===== src/rtl/pipelined_alu_if.sv =====
// Operand/result handshake bundle for pipelined_alu.
// The master drives operands and consumes results; the slave is the ALU.
interface pipelined_alu_if #(
  parameter int WIDTH = 32
);
  logic             in_valid;
  logic             in_ready;
  logic [WIDTH-1:0] operand_a;
  logic [WIDTH-1:0] operand_b;
  logic [2:0]       command;
  logic             out_valid;
  logic             out_ready;
  logic [WIDTH-1:0] result;
  logic             carryout;
  logic             zero;
  logic             overflow;
  logic             sticky_overflow;
  logic             clear_sticky;

  modport master (
    output in_valid, operand_a, operand_b, command, out_ready, clear_sticky,
    input  in_ready, out_valid, result, carryout, zero, overflow, sticky_overflow
  );

  modport slave (
    input  in_valid, operand_a, operand_b, command, out_ready, clear_sticky,
    output in_ready, out_valid, result, carryout, zero, overflow, sticky_overflow
  );
endinterface


===== src/rtl/pipelined_alu.sv =====
// Two-stage ALU: S1 captures operands, S2 holds result and flags.
// Valid/ready on both sides with full backpressure; sticky overflow on delivery.
module pipelined_alu #(
  parameter int WIDTH = 32
) (
  input  logic           clk,
  input  logic           reset,
  pipelined_alu_if.slave alu_bus
);
  typedef enum logic [2:0] {
    CMD_ADD  = 3'd0,
    CMD_SUB  = 3'd1,
    CMD_XOR  = 3'd2,
    CMD_SLT  = 3'd3,
    CMD_AND  = 3'd4,
    CMD_NAND = 3'd5,
    CMD_NOR  = 3'd6,
    CMD_OR   = 3'd7
  } cmd_e;

  localparam int MSB = WIDTH - 1;

  logic             r_s1_valid;
  logic [WIDTH-1:0] r_s1_a;
  logic [WIDTH-1:0] r_s1_b;
  cmd_e             r_s1_cmd;

  logic             r_out_valid;
  logic [WIDTH-1:0] r_result;
  logic             r_carry;
  logic             r_ovf;
  logic             r_sticky;

  logic             w_s2_en;
  logic             w_s1_en;
  logic [WIDTH:0]   w_add_sum;
  logic [WIDTH:0]   w_sub_sum;
  logic             w_add_ovf;
  logic             w_sub_ovf;
  logic [WIDTH-1:0] w_result;
  logic             w_carry;
  logic             w_ovf;

  assign w_s2_en          = !r_out_valid || alu_bus.out_ready;
  assign w_s1_en          = !r_s1_valid || w_s2_en;
  assign alu_bus.in_ready = w_s1_en && !reset;

  // NOTE: sequential state uses non-blocking assignments so every register samples pre-edge values.
  always_ff @(posedge clk) begin
    if (reset) begin
      r_s1_valid <= 1'b0;
    end else if (w_s1_en) begin
      r_s1_valid <= alu_bus.in_valid;
    end
  end

  // NOTE: operand registers have no reset; r_s1_valid alone qualifies them.
  always_ff @(posedge clk) begin
    if (w_s1_en && alu_bus.in_valid) begin
      r_s1_a   <= alu_bus.operand_a;
      r_s1_b   <= alu_bus.operand_b;
      r_s1_cmd <= cmd_e'(alu_bus.command);
    end
  end

  assign w_add_sum = {1'b0, r_s1_a} + {1'b0, r_s1_b};
  assign w_sub_sum = {1'b0, r_s1_a} + {1'b0, ~r_s1_b} + {{WIDTH{1'b0}}, 1'b1};
  assign w_add_ovf = (r_s1_a[MSB] == r_s1_b[MSB])  && (w_add_sum[MSB] != r_s1_a[MSB]);
  assign w_sub_ovf = (r_s1_a[MSB] == !r_s1_b[MSB]) && (w_sub_sum[MSB] != r_s1_a[MSB]);

  // NOTE: every output gets a default first, so no path through the case can infer a latch.
  always_comb begin
    w_result = '0;
    w_carry  = 1'b0;
    w_ovf    = 1'b0;
    case (r_s1_cmd)
      CMD_ADD: begin
        w_result = w_add_sum[MSB:0];
        w_carry  = w_add_sum[WIDTH];
        w_ovf    = w_add_ovf;
      end
      CMD_SUB: begin
        w_result = w_sub_sum[MSB:0];
        w_carry  = w_sub_sum[WIDTH];
        w_ovf    = w_sub_ovf;
      end
      CMD_XOR:  w_result = r_s1_a ^ r_s1_b;
      CMD_SLT:  w_result = {{(WIDTH-1){1'b0}}, w_sub_sum[MSB] ^ w_sub_ovf};
      CMD_AND:  w_result = r_s1_a & r_s1_b;
      CMD_NAND: w_result = ~(r_s1_a & r_s1_b);
      CMD_NOR:  w_result = ~(r_s1_a | r_s1_b);
      CMD_OR:   w_result = r_s1_a | r_s1_b;
    endcase
  end

  always_ff @(posedge clk) begin
    if (reset) begin
      r_out_valid <= 1'b0;
      r_result    <= '0;
      r_carry     <= 1'b0;
      r_ovf       <= 1'b0;
    end else if (w_s2_en) begin
      r_out_valid <= r_s1_valid;
      if (r_s1_valid) begin
        r_result <= w_result;
        r_carry  <= w_carry;
        r_ovf    <= w_ovf;
      end
    end
  end

  // A delivery with overflow takes priority over a coincident clear.
  always_ff @(posedge clk) begin
    if (reset) begin
      r_sticky <= 1'b0;
    end else if (r_out_valid && alu_bus.out_ready && r_ovf) begin
      r_sticky <= 1'b1;
    end else if (alu_bus.clear_sticky) begin
      r_sticky <= 1'b0;
    end
  end

  assign alu_bus.out_valid       = r_out_valid;
  assign alu_bus.result          = r_result;
  assign alu_bus.carryout        = r_carry;
  assign alu_bus.overflow        = r_ovf;
  assign alu_bus.zero            = r_out_valid && (r_result == '0);
  assign alu_bus.sticky_overflow = r_sticky;
endmodule


===== src/flat_wrapper.sv =====
// flat-port wrapper written by rule: the top's interface ports become plain ports
module pipelined_alu_flat 
#(
  parameter int WIDTH = 32
)
  (clk, reset, alu_bus_in_valid, alu_bus_operand_a, alu_bus_operand_b, alu_bus_command, alu_bus_out_ready, alu_bus_clear_sticky, alu_bus_in_ready, alu_bus_out_valid, alu_bus_result, alu_bus_carryout, alu_bus_zero, alu_bus_overflow, alu_bus_sticky_overflow);
  pipelined_alu_if #(.WIDTH(WIDTH)) alu_bus_i ();
  input  logic clk;
  input  logic reset;
  input wire logic [$bits(alu_bus_i.in_valid)-1:0] alu_bus_in_valid;
  input wire logic [$bits(alu_bus_i.operand_a)-1:0] alu_bus_operand_a;
  input wire logic [$bits(alu_bus_i.operand_b)-1:0] alu_bus_operand_b;
  input wire logic [$bits(alu_bus_i.command)-1:0] alu_bus_command;
  input wire logic [$bits(alu_bus_i.out_ready)-1:0] alu_bus_out_ready;
  input wire logic [$bits(alu_bus_i.clear_sticky)-1:0] alu_bus_clear_sticky;
  output wire logic [$bits(alu_bus_i.in_ready)-1:0] alu_bus_in_ready;
  output wire logic [$bits(alu_bus_i.out_valid)-1:0] alu_bus_out_valid;
  output wire logic [$bits(alu_bus_i.result)-1:0] alu_bus_result;
  output wire logic [$bits(alu_bus_i.carryout)-1:0] alu_bus_carryout;
  output wire logic [$bits(alu_bus_i.zero)-1:0] alu_bus_zero;
  output wire logic [$bits(alu_bus_i.overflow)-1:0] alu_bus_overflow;
  output wire logic [$bits(alu_bus_i.sticky_overflow)-1:0] alu_bus_sticky_overflow;
  assign alu_bus_i.in_valid = alu_bus_in_valid;
  assign alu_bus_i.operand_a = alu_bus_operand_a;
  assign alu_bus_i.operand_b = alu_bus_operand_b;
  assign alu_bus_i.command = alu_bus_command;
  assign alu_bus_i.out_ready = alu_bus_out_ready;
  assign alu_bus_i.clear_sticky = alu_bus_clear_sticky;
  assign alu_bus_in_ready = alu_bus_i.in_ready;
  assign alu_bus_out_valid = alu_bus_i.out_valid;
  assign alu_bus_result = alu_bus_i.result;
  assign alu_bus_carryout = alu_bus_i.carryout;
  assign alu_bus_zero = alu_bus_i.zero;
  assign alu_bus_overflow = alu_bus_i.overflow;
  assign alu_bus_sticky_overflow = alu_bus_i.sticky_overflow;
  pipelined_alu #(.WIDTH(WIDTH)) u_core (.clk(clk), .reset(reset), .alu_bus(alu_bus_i));
endmodule

===== config.mk =====
export PLATFORM = sky130hd
export DESIGN_NAME = pipelined_alu_flat
export DESIGN_NICKNAME = d
export VERILOG_FILES = /design/src/rtl/pipelined_alu_if.sv /design/src/rtl/pipelined_alu.sv /design/src/flat_wrapper.sv
export SDC_FILE = /design/constraint.sdc
export NUM_CORES = 1
export LEC_CHECK = 0
export ABC_AREA = 1
export BUFFER_PORTS_ARGS = -buffer_cell sky130_fd_sc_hd__buf_2
export CORE_ASPECT_RATIO = 0.9
export CORE_MARGIN = 2
export CORE_UTILIZATION = 50
export DETAILED_ROUTE_END_ITERATION = 12
export PLACE_DENSITY = 0.7
export SYNTH_ARGS = -nofsm -noshare
export SYNTH_HDL_FRONTEND = slang
export SYNTH_SLANG_ARGS = --single-unit

===== constraint.sdc =====
create_clock -name clk -period 2.8 [get_ports clk]
set_input_delay 0.28 -clock clk [delete_from_list [all_inputs] [get_ports clk]]
set_output_delay 0.28 -clock clk [all_outputs]
set_load 0.05 [all_outputs]

==> results.md <==
* Outcome: finished, final reports clean
* Final Critical Period at 2.80 ns
* Post-synthesis sequential area ratio at 26.5%
* Layout cells sized above 1 at 14.0%
* Cell Area, Synth at 10,400 sq um
* Syn avg cell area at 6.54 sq um
* Post-DP Area at 11,300 sq um
* Synth top area cells: edfxtp_1 19%, nand2_1 16%, ha_1 12%, inv_1 9.3%, dfxtp_1 7.1%
* Initial DRT Pass Iterations at 6
* Data required, critical path at 3.06 ns
* Die Y at 141 um
* CTS Hold Bufs at 0
* Crit path cell chain: inv_1 -> ha_1 -> o21ai_1 -> buf_4 -> and2_1 -> nand2_1 -> nand3_2 -> nand2_1 -> nand3_1 -> nand4_1 -> nor3_1 -> nor2_1
* Clk_lat worst skew at 0.38 ns
* Hold slack final at 0.0741 ns
* DR DRC count at 0
* Post-Synthesis Cells at 1,587
* Tightest Hold Check Type: in2reg
* Setup-failing EPs final at 0
* Chip width at 156 um
* CTS buffer count at 9
* Synth top area share at 19.4%
* RSZ-0062 raised after global routing: true
* Yosys top cell by area: edfxtp_1
* Main synth FF type: edfxtp_1
* Crit path DAT at 3.06 ns
* Final cell count without fillers at 1,960
* Post-synth EDFFs at 67
* Pwr Total at 5.01 mW
* Crit path max-delay family: simple AND/OR/NAND/NOR gates
* GRT overflow at 0
* Finished Cell Area at 11,600 sq um
* TNS Setup at 0 ns
* Relative slew slack at 52.6%
* Peak Freq at 0.358 GHz
* Half-perimeter wire length after placement at 30,900 um
* Initial antenna violation count at 0
* Starting Density at 51.5%
* Placed Cells incl. Taps at 1,940
* Area Overhead vs Synth at 11.9%
* First-pass GRT wire length at 57,400 um
* Final core occ at 57.6%
* Final Hold Fails at 0
* DRT antenna net count at 0
* Die ar. at 21,900 sq um
* CTS tree: done
* Initial DRC count at 1,267
* Port Buffers at 109
* Fin nets at 1,875
* Ports at 110
* VDD IR max at 0.265 mV
* Worst path slowest cell: edfxtp_1
* Core area at 20,200 sq um
* MaxCap Viol Count at 0
* Syn nets at 1,763
* Critical path capture point type: flop
* Post-synthesis cell type count at 51
* WL/cell at 19.8 um
* Switching Share at 40.3%
* Pleak at 6.03 nW
* Synth async-reset ratio at 0%
* Synth Area in XOR/XNOR at 0.506%
* Fin Clk Skew at 0.0162 ns
* Most used cell along the critical path: nand2_1
* Cell Pwr Density at 432 nW/um^2
* Flops & latches, synth at 104
* Clock Power Share at 26.5%
* Final worst slack at 0.00417 ns
* Vias at 11,162
* Root buffer cell: clkbuf_16
* Internal power at 2.99 mW
* Synth Area in Compound Gates at 14.8%
* Multiplexer area fraction after synthesis at 0%
* Clock Sinks at 104
* H-tree Lvls at 3
* Synth Area in Adders at 12.7%
* Worst Path Buf+Inv at 2
* Yosys Warn Count at 0
* Max incr delay on CP at 0.45 ns
* Leading cell types by count after synthesis: 447 x nand2_1, 256 x inv_1, 162 x nor2_1
* Largest family of logic cells by synthesized area: simple AND/OR/NAND/NOR gates
* Num rows at 49
* CP Max Fanout at 3
* Cell with the most instances after synthesis: nand2_1
* Final Cycle Share at 99.9%
* Pins Over Slew Limit at 0
* Crit start category: flop
* Worst-path clk slew at 0.08 ns
* Setup Slack @ Placement at 0.0133 ns
* GP Congestion at 1.06
* Clock Tree Buf Depth at 2
* Net switching power at 2.02 mW
* Sequential Power Share at 36.3%
* Comb power frac at 37.1%
* GRT Util Overall at 35.1%
* Least-Margin Pin Slew at 0.710 ns
* Crit Path Class: reg2reg
* Largest net degree at the start of global routing at 68
* Vias in the first global route at 9,872
* Post-DR vias/cell at 5.69
* DRT Wirelength at 38,700 um
* Simple-gate share of the synthesized area at 32.4%
-- cell usage in the layout (no fill, tap or decap), drive strengths merged, types with 2 or more instances in the layout --
cell and count:
o221ai 5, o22ai 14, a2111oi 6, ha 102
clkinv 2, inv 275, a211oi 18, nand3b 4
nor4 6, nand3 109, and2 3, a21oi 91
o21ai 85, clkbuf 11, buf 154, nor2 176
o21bai 10, or2 2, a41oi 3, o211ai 6
nand4 20, nor3 18, dfxtp 37, a31oi 2
nand2 453, xor2 5, or4 2, a221oi 6
edfxtp 67, fa 2, o2111ai 4
-- per-layer routing --
metal  part of all wire [%]  global-route usage, %
met5                   0.18                   2.49
met4                    1.8                   7.73
met3                     13                   9.01
met2                     40                   50.7
met1                     44                   52.2
-- power groups by stage --
stage                     clock network, mW  registers, mW  logic [mW]
final                                  1.33           1.82        1.86
after global routing                   1.39           1.83        2.01
after CTS                              1.34           1.82        1.79
after detailed placement                  0           1.85        1.78
after global placement                    0           1.85        1.77
after floorplan                           0           1.96        1.10
-- path summary, 6_finish.rpt --
check | start | depth (start not counted) | endpoint | slack (ns)
setup reg to reg | u_core.r_s1_b[1] | 12 | u_core.alu_bus.result[11] | 0.004
setup / recovery | u_core.r_s1_b[1] | 12 | u_core.alu_bus.result[11] | 0.004
hold / removal | alu_bus_operand_a[11] | 1 | u_core.r_s1_a[11] | 0.07
hold reg to reg | u_core.alu_bus.sticky_overflow | 2 | u_core.alu_bus.sticky_overflow | 0.47
-- area by class of cell --
type	count	area, sq um
fill	2061	8560
multi-input combinational	1157	6290
sequential	104	2750
inverter	273	1020
timing repair buffer	154	933
tap	255	319
clock buffer	11	233
clock inverter	5	55.1
antenna	1	2.50
-- cells by family after synthesis --
group,count (synthesis)
buffers and inverters,326
AOI/OAI and AO/OA,254
adders and majority gates,104
xor gates and xnor gates,6
DFF,104
and+or+nand+nor,793
-- sequential cells by signal, summed over array words and instances (netlist names) --
| signal | cells |
|---|---|
| u_core.r_s1_cmd | 3 |
| u_core.alu_bus.carryout | 1 |
| u_core.alu_bus.result | 32 |
| u_core.alu_bus.sticky_overflow | 1 |
| u_core.r_s1_a | 32 |
| u_core.alu_bus.overflow | 1 |
| u_core.r_s1_b | 32 |
| u_core.alu_bus.out_valid | 1 |
| u_core.r_s1_valid | 1 |
-- timing repair --
item / 4_1_cts / 5_1_grt
setup buffers: 0 / 3
resized for setup: 0 / 9
setup endpoints to repair: 0 / 10
No activity file was read; power rests on OpenSTA's default activity.
